[src/rtl/l2_cache_control_pkg.sv]
// l2_cache_control_pkg: shared types for the L2 cache sequencing FSM
package l2_cache_control_pkg;
  typedef enum logic [2:0] {IDLE, HIT_CHECK, WRITEBACK, ALLOCATE, REFILL} l2_ctrl_state_t;
  localparam int CNT_W_DEFAULT = 32;
endpackage

[src/rtl/l2_cache_control_if.sv]
// l2_cache_control_if: upstream request, pmem and datapath strobe bundle
interface l2_cache_control_if;
  logic mem_read;
  logic mem_write;
  logic mem_resp;
  logic pmem_read;
  logic pmem_write;
  logic pmem_resp;
  logic is_hit;
  logic is_dirty;
  logic is_allocate;
  logic use_replace;
  logic load_data;
  logic load_tag;
  logic load_dirty;
  logic load_valid;
  logic load_plru;
  logic valid_in;
  logic dirty_in;
  modport master (
    input  mem_read, mem_write, pmem_resp, is_hit, is_dirty,
    output mem_resp, pmem_read, pmem_write, is_allocate, use_replace,
           load_data, load_tag, load_dirty, load_valid, load_plru, valid_in, dirty_in
  );
  modport slave (
    output mem_read, mem_write, pmem_resp, is_hit, is_dirty,
    input  mem_resp, pmem_read, pmem_write, is_allocate, use_replace,
           load_data, load_tag, load_dirty, load_valid, load_plru, valid_in, dirty_in
  );
endinterface

[src/rtl/l2_cache_control_perf_counter.sv]
// l2_cache_control_perf_counter: wrapping event counter, clear beats increment
module l2_cache_control_perf_counter #(
  parameter int CNT_W = 32
) (
  input  logic             clk,
  input  logic             rst,
  input  logic             inc,
  input  logic             clr,
  output logic [CNT_W-1:0] count
);
  always_ff @(posedge clk or posedge rst)
    if (rst) count <= '0;
    else count <= clr ? '0 : inc ? count + CNT_W'(1) : count;
endmodule

[src/rtl/l2_cache_control.sv]
// l2_cache_control: hit/writeback/allocate sequencer for the 4-way L2 datapath
module l2_cache_control
  import l2_cache_control_pkg::*;
#(
  parameter int CNT_W = CNT_W_DEFAULT
) (
  input  logic             clk,
  input  logic             rst,
  l2_cache_control_if.master bus,
  input  logic             perf_clr,
  output logic [CNT_W-1:0] hit_count,
  output logic [CNT_W-1:0] miss_count,
  output logic [CNT_W-1:0] wb_count
);
  l2_ctrl_state_t state, state_n;
  logic refilled;
  logic req, hc, hc_hit, fill, hit_inc, miss_inc, wb_inc;
  assign req = bus.mem_read | bus.mem_write;
  always_comb begin
    state_n = state;
    case (state)
      IDLE:      state_n = req ? HIT_CHECK : IDLE;
      HIT_CHECK: state_n = (!req || bus.is_hit) ? IDLE : bus.is_dirty ? WRITEBACK : ALLOCATE;
      WRITEBACK: state_n = bus.pmem_resp ? ALLOCATE : WRITEBACK;
      ALLOCATE:  state_n = bus.pmem_resp ? REFILL : ALLOCATE;
      REFILL:    state_n = HIT_CHECK;
      default:   state_n = IDLE;
    endcase
  end
  // A write wins when both requests are raised, so mem_write alone selects the write path.
  always_comb begin
    hc              = state == HIT_CHECK && req;
    hc_hit          = hc && bus.is_hit;
    fill            = state == ALLOCATE && bus.pmem_resp;
    hit_inc         = hc_hit && !refilled;
    miss_inc        = hc && !bus.is_hit;
    wb_inc          = state == WRITEBACK && bus.pmem_resp;
    bus.mem_resp    = hc_hit;
    bus.load_plru   = hc_hit;
    bus.load_data   = (hc_hit && bus.mem_write) || fill;
    bus.load_dirty  = (hc_hit && bus.mem_write) || fill;
    bus.dirty_in    = hc_hit && bus.mem_write;
    bus.load_tag    = fill;
    bus.load_valid  = fill;
    bus.valid_in    = fill;
    bus.pmem_write  = state == WRITEBACK;
    bus.pmem_read   = state == ALLOCATE;
    bus.is_allocate = state == ALLOCATE;
    bus.use_replace = state == WRITEBACK || state == ALLOCATE || state == REFILL;
  end
  // refilled suppresses counting the post-refill hit as a second event of the same request.
  always_ff @(posedge clk or posedge rst)
    if (rst) begin
      state    <= IDLE;
      refilled <= 1'b0;
    end else begin
      state    <= state_n;
      refilled <= state_n == IDLE ? 1'b0 : fill ? 1'b1 : refilled;
    end
  l2_cache_control_perf_counter #(.CNT_W(CNT_W)) u_hit (
    .clk(clk), .rst(rst), .inc(hit_inc), .clr(perf_clr), .count(hit_count)
  );
  l2_cache_control_perf_counter #(.CNT_W(CNT_W)) u_miss (
    .clk(clk), .rst(rst), .inc(miss_inc), .clr(perf_clr), .count(miss_count)
  );
  l2_cache_control_perf_counter #(.CNT_W(CNT_W)) u_wb (
    .clk(clk), .rst(rst), .inc(wb_inc), .clr(perf_clr), .count(wb_count)
  );
endmodule

[src/flat_wrapper.sv]
// flat-port wrapper written by rule: the top's interface ports become plain ports
module l2_cache_control_flat import l2_cache_control_pkg::*;
#(
  parameter int CNT_W = CNT_W_DEFAULT
)
  (clk, rst, perf_clr, hit_count, miss_count, wb_count, bus_mem_read, bus_mem_write, bus_pmem_resp, bus_is_hit, bus_is_dirty, bus_mem_resp, bus_pmem_read, bus_pmem_write, bus_is_allocate, bus_use_replace, bus_load_data, bus_load_tag, bus_load_dirty, bus_load_valid, bus_load_plru, bus_valid_in, bus_dirty_in);
  l2_cache_control_if bus_i ();
  input  logic clk;
  input  logic rst;
  input  logic perf_clr;
  output logic [CNT_W-1:0] hit_count;
  output logic [CNT_W-1:0] miss_count;
  output logic [CNT_W-1:0] wb_count;
  input wire logic [$bits(bus_i.mem_read)-1:0] bus_mem_read;
  input wire logic [$bits(bus_i.mem_write)-1:0] bus_mem_write;
  input wire logic [$bits(bus_i.pmem_resp)-1:0] bus_pmem_resp;
  input wire logic [$bits(bus_i.is_hit)-1:0] bus_is_hit;
  input wire logic [$bits(bus_i.is_dirty)-1:0] bus_is_dirty;
  output wire logic [$bits(bus_i.mem_resp)-1:0] bus_mem_resp;
  output wire logic [$bits(bus_i.pmem_read)-1:0] bus_pmem_read;
  output wire logic [$bits(bus_i.pmem_write)-1:0] bus_pmem_write;
  output wire logic [$bits(bus_i.is_allocate)-1:0] bus_is_allocate;
  output wire logic [$bits(bus_i.use_replace)-1:0] bus_use_replace;
  output wire logic [$bits(bus_i.load_data)-1:0] bus_load_data;
  output wire logic [$bits(bus_i.load_tag)-1:0] bus_load_tag;
  output wire logic [$bits(bus_i.load_dirty)-1:0] bus_load_dirty;
  output wire logic [$bits(bus_i.load_valid)-1:0] bus_load_valid;
  output wire logic [$bits(bus_i.load_plru)-1:0] bus_load_plru;
  output wire logic [$bits(bus_i.valid_in)-1:0] bus_valid_in;
  output wire logic [$bits(bus_i.dirty_in)-1:0] bus_dirty_in;
  assign bus_i.mem_read = bus_mem_read;
  assign bus_i.mem_write = bus_mem_write;
  assign bus_i.pmem_resp = bus_pmem_resp;
  assign bus_i.is_hit = bus_is_hit;
  assign bus_i.is_dirty = bus_is_dirty;
  assign bus_mem_resp = bus_i.mem_resp;
  assign bus_pmem_read = bus_i.pmem_read;
  assign bus_pmem_write = bus_i.pmem_write;
  assign bus_is_allocate = bus_i.is_allocate;
  assign bus_use_replace = bus_i.use_replace;
  assign bus_load_data = bus_i.load_data;
  assign bus_load_tag = bus_i.load_tag;
  assign bus_load_dirty = bus_i.load_dirty;
  assign bus_load_valid = bus_i.load_valid;
  assign bus_load_plru = bus_i.load_plru;
  assign bus_valid_in = bus_i.valid_in;
  assign bus_dirty_in = bus_i.dirty_in;
  l2_cache_control #(.CNT_W(CNT_W)) u_core (.clk(clk), .rst(rst), .bus(bus_i), .perf_clr(perf_clr), .hit_count(hit_count), .miss_count(miss_count), .wb_count(wb_count));
endmodule
[config.mk]
export PLATFORM = sky130hd
export DESIGN_NAME = l2_cache_control_flat
export DESIGN_NICKNAME = d
export VERILOG_FILES = /design/src/rtl/l2_cache_control_pkg.sv /design/src/rtl/l2_cache_control_if.sv /design/src/rtl/l2_cache_control_perf_counter.sv /design/src/rtl/l2_cache_control.sv /design/src/flat_wrapper.sv
export SDC_FILE = /design/constraint.sdc
export NUM_CORES = 1
export LEC_CHECK = 0
export ABC_AREA = 1
export BUFFER_PORTS_ARGS = -buffer_cell sky130_fd_sc_hd__buf_2
export CORE_MARGIN = 3
export CORE_UTILIZATION = 40
export CTS_BUF_LIST = sky130_fd_sc_hd__clkbuf_8 sky130_fd_sc_hd__clkbuf_16
export DETAILED_ROUTE_END_ITERATION = 7
export GPL_ROUTABILITY_DRIVEN = 0
export PLACE_DENSITY_LB_ADDON = 0.2
export SLEW_MARGIN = 15
export SYNTH_ARGS = -nofsm -noshare
export SYNTH_HDL_FRONTEND = slang
export SYNTH_SLANG_ARGS = --single-unit
export TNS_END_PERCENT = 5
[constraint.sdc]
create_clock -name clk -period 2.73 [get_ports clk]
set_input_delay 0 -clock clk [delete_from_list [all_inputs] [get_ports clk]]
set_output_delay 0 -clock clk [all_outputs]
set_load 0.03 [all_outputs]
==> run_results.csv <==
group,metric,value,unit
outcome,status,"finished clean",
timing,setup_viol,0,
drt,first_pass_iters,5,
setup_path,crit_family,"simple AND/OR/NAND/NOR gates",
setup_path,ff2ff_setup_slack,0.81,ns
timing,timing.final.crit_share,70.4,%
setup_path,reg2reg_to,"u_core.u_miss.count[16]",
synth,synth_most_common_cell,"nand2_1",
clock_network,cts_buffers,9,
synth,netlist_instances,919,
setup_path,cp-end-kind,"flip-flop",
synth,muxShareOfSynthArea,0,%
layout,finalNonFillerCells,1220,
synth,syn_nets,930,
global_route,grt_pass1_vias,5395,
global_route,grt_max_degree,56,
timing,finalHoldViolCount,0,
global_route,track_usage,20.1,%
drt,viasPerCell,4.93,
setup_path,endpoint,"u_core.u_miss.count[16]",
setup_path,cp.depth,9,
synth,synthFlopType,"dfrtp_1",
setup_path,critPathKind,"reg -> reg",
clock_network,ctsResizeCount,0,
synth,netlist.area_leader.share,41.1,%
clock_network,cts_setup_buffers,0,
synth,ys_seq_elements,100,
clock_network,clk_pin_slew,0.06,ns
synth,synthAdderAreaFrac,0.617,%
setup_path,cpMaxStageDelayCell,"nor2_2",
run,drv_cap,0,
timing,skew,0.00418,ns
drt,drtIter0Drc,402,
layout,num-fill-cells,1530,
power_and_ir_drop,power.density,479,mW/mm^2
clock_network,cts_tree,"done",
placement,hpwlAfterDp,12100,um
timing,worst_pin_slew,0.720,ns
global_route,grt_pass1_wl,27000,um
clock_network,htree_levels,3,
floorplan,rows,44,
power_and_ir_drop,ir_drop,0.000363,V
global_route,overflow,0,
floorplan,io_pins,116,
clock_network,cts_buffer_depth,2,
clock_network,insertion_delay,0.35,ns
setup_path,crit_buf_inv,1,
drt,dr_total_vias,6013,
layout,syn2layout_area_growth,17.6,%
clock_network,clockRootBuffer,"clkbuf_16",
floorplan,die_area,0.0167,sq mm
placement,dpl.cell_count,1203,
synth,synth_cell_types,36,
synth,postSynth.asyncResetShare,100,%
timing,period_minus_slack,1.92,ns
timing,slew_viol_final,0,
synth,synth_warnings,0,
placement,portBuffers,115,
setup_path,cp-start-kind,"flip-flop",
clock_network,ctsHoldBuffers,2,
timing,max_freq,520,MHz
setup_path,arrival,2.20,ns
layout,antenna_cells,0,
synth,synth_top_area_cell,"dfrtp_1",
floorplan,initial_core_util,41.4,%
layout,multi_input_area,0.00301,sq mm
synth,synthSimpleGateAreaFrac,42.9,%
floorplan,die_y,129,um
timing,maxSlewHeadroom,52.0,%
setup_path,cp-startpoint,"u_core.state[2]",
drt,drtAntennaViolNets,0,
synth,synth_top_family_by_area,"simple AND/OR/NAND/NOR gates",
setup_path,cp_slowest_stage_delay,0.47,ns
clock_network,cts.sinks,100,
timing,final.setup.tns,0,ns
setup_path,reg2reg_depth,9,
setup_path,crit_chain,"inv_2, nand2_1, nor2_4, nand2_2, nor2_2, nand3_1, nand2_1, nand2_1, nor2_1",
power_and_ir_drop,power.total,3.42,mW
synth,synth_compound_area_share,5.72,%
drt,drc,0,
layout,nets,1043,
synth,synth_edf_count,0,
setup_path,cp_common_cell,"nand2_1",
synth,synth_xor_area_share,0.288,%
min_path,hold_class,"in -> reg",
floorplan,die_width,129,um
timing,rsz0062_at_grt,"no",
synth,synthTopCellsByArea,"dfrtp_1, nand2_1, nor2_1",
setup_path,worstPathMaxFanout,11,
setup_path,reg2reg_from,"u_core.state[2]",
layout,final_layout_size_suffix_gt1_share,16.0,%
drt,routed_wl,16400,um
synth,synth_common_cells,"nand2_1, nor2_1, inv_1",
setup_path,crit_required,3.01,ns
floorplan,core-area,0.0147,sq mm
synth,syn_avg_cell_area,6.62,sq um
drt,wl_per_cell,13.4,um
power_and_ir_drop,leakage,3.66,nW
layout,regArea,0.00250,sq mm
synth,ys_seq_area_share,41.1,%
synth,synth.cell_area,0.00608,sq mm
global_route,antenna_found_initial,0,
==> cell usage in the layout (no fill, tap or decap), types with 9 or more instances in the layout <==
master / synthesis / routed
o21ai_0: 15 / 15
nand4_1: 28 / 28
buf_2: 4 / 115
inv_1: 115 / 115
clkbuf_16: 0 / 9
nor3_1: 18 / 18
nand2_1: 266 / 266
nand3_1: 70 / 70
nor2_1: 199 / 199
nor2_2: 9 / 9
a21oi_1: 35 / 35
dfrtp_1: 100 / 100
==> area by class of cell <==
type                       count  share of cell area [%]
inverter                     118                    6.23
tap                          184                    3.22
timing repair buffer         124                    9.24
sequential                   100                    35.0
multi-input combinational    679                    42.1
clock buffer                  12                    3.73
clock inverter                 3                   0.525
==> worst min-delay path by stage <==
stage                   from                      end  slack, ns  cells past startpoint
3_3_place_gp             rst  u_core.u_miss.count[30]       0.18                      2
3_5_place_dp             rst  u_core.u_miss.count[28]       0.18                      2
2_1_floorplan       perf_clr   u_core.u_hit.count[12]       0.15                      2
4_1_cts        bus_pmem_resp          u_core.state[1]       0.06                      4
6_report       bus_pmem_resp          u_core.state[1]       0.06                      4
5_1_grt             perf_clr     u_core.u_wb.count[1]       0.09                      2
==> worst register-to-register path, delay by kind of cell, from the launching register on <==
family | cells | cell delay (ns)
buffers and inverters | 1 | 0.09
and+or+nand+nor | 8 | 1.37
DFF | 1 | 0.38
==> flip-flops by register name (all words and copies together) (netlist names) <==
| signal | flops |
|---|---|
| u_core.u_hit.count | 32 |
| u_core.u_miss.count | 32 |
| u_core.u_wb.count | 32 |
| u_core.state | 3 |
| u_core.refilled | 1 |
==> metrics by stage <==
stage | utilization, % | hold WS [ns] | setup slack (ns) | cell area, sq um
2_1_floorplan | - | 0.149 | 0.111 | 6080
3_3_place_gp | 46.5 | 0.177 | 0.882 | 6830
3_5_place_dp | 46.5 | 0.178 | 0.836 | 6830
4_1_cts | 48.7 | 0.0591 | 0.830 | 7150
5_1_grt | 48.7 | 0.0913 | 0.596 | 7150
6_report | 48.7 | 0.0624 | 0.808 | 7150
==> power by group <==
group          switching (mW)  leakage [nW]  internal, mW
Sequential             0.0411          1.39          1.52
Clock                   0.543         0.157         0.775
Combinational           0.421          2.11         0.129
==> metal layers <==
metal | vias up | share of wire [%] | track usage, %
li1 | 3108 | - | -
met1 | 2733 | 49 | 29.2
met2 | 160 | 45 | 31.3
met3 | 12 | 4.9 | 3.50
met4 | 0 | 1.1 | 4.69
met5 | - | 0 | 0
==> cell families after synthesis <==
kind of cell    Yosys count
fa+ha+maj                 3
flops                   100
buf+inv                 140
xor+xnor                  2
compound gates           64
simple gates            610
Note: power is estimated with default switching activity, not from simulation.
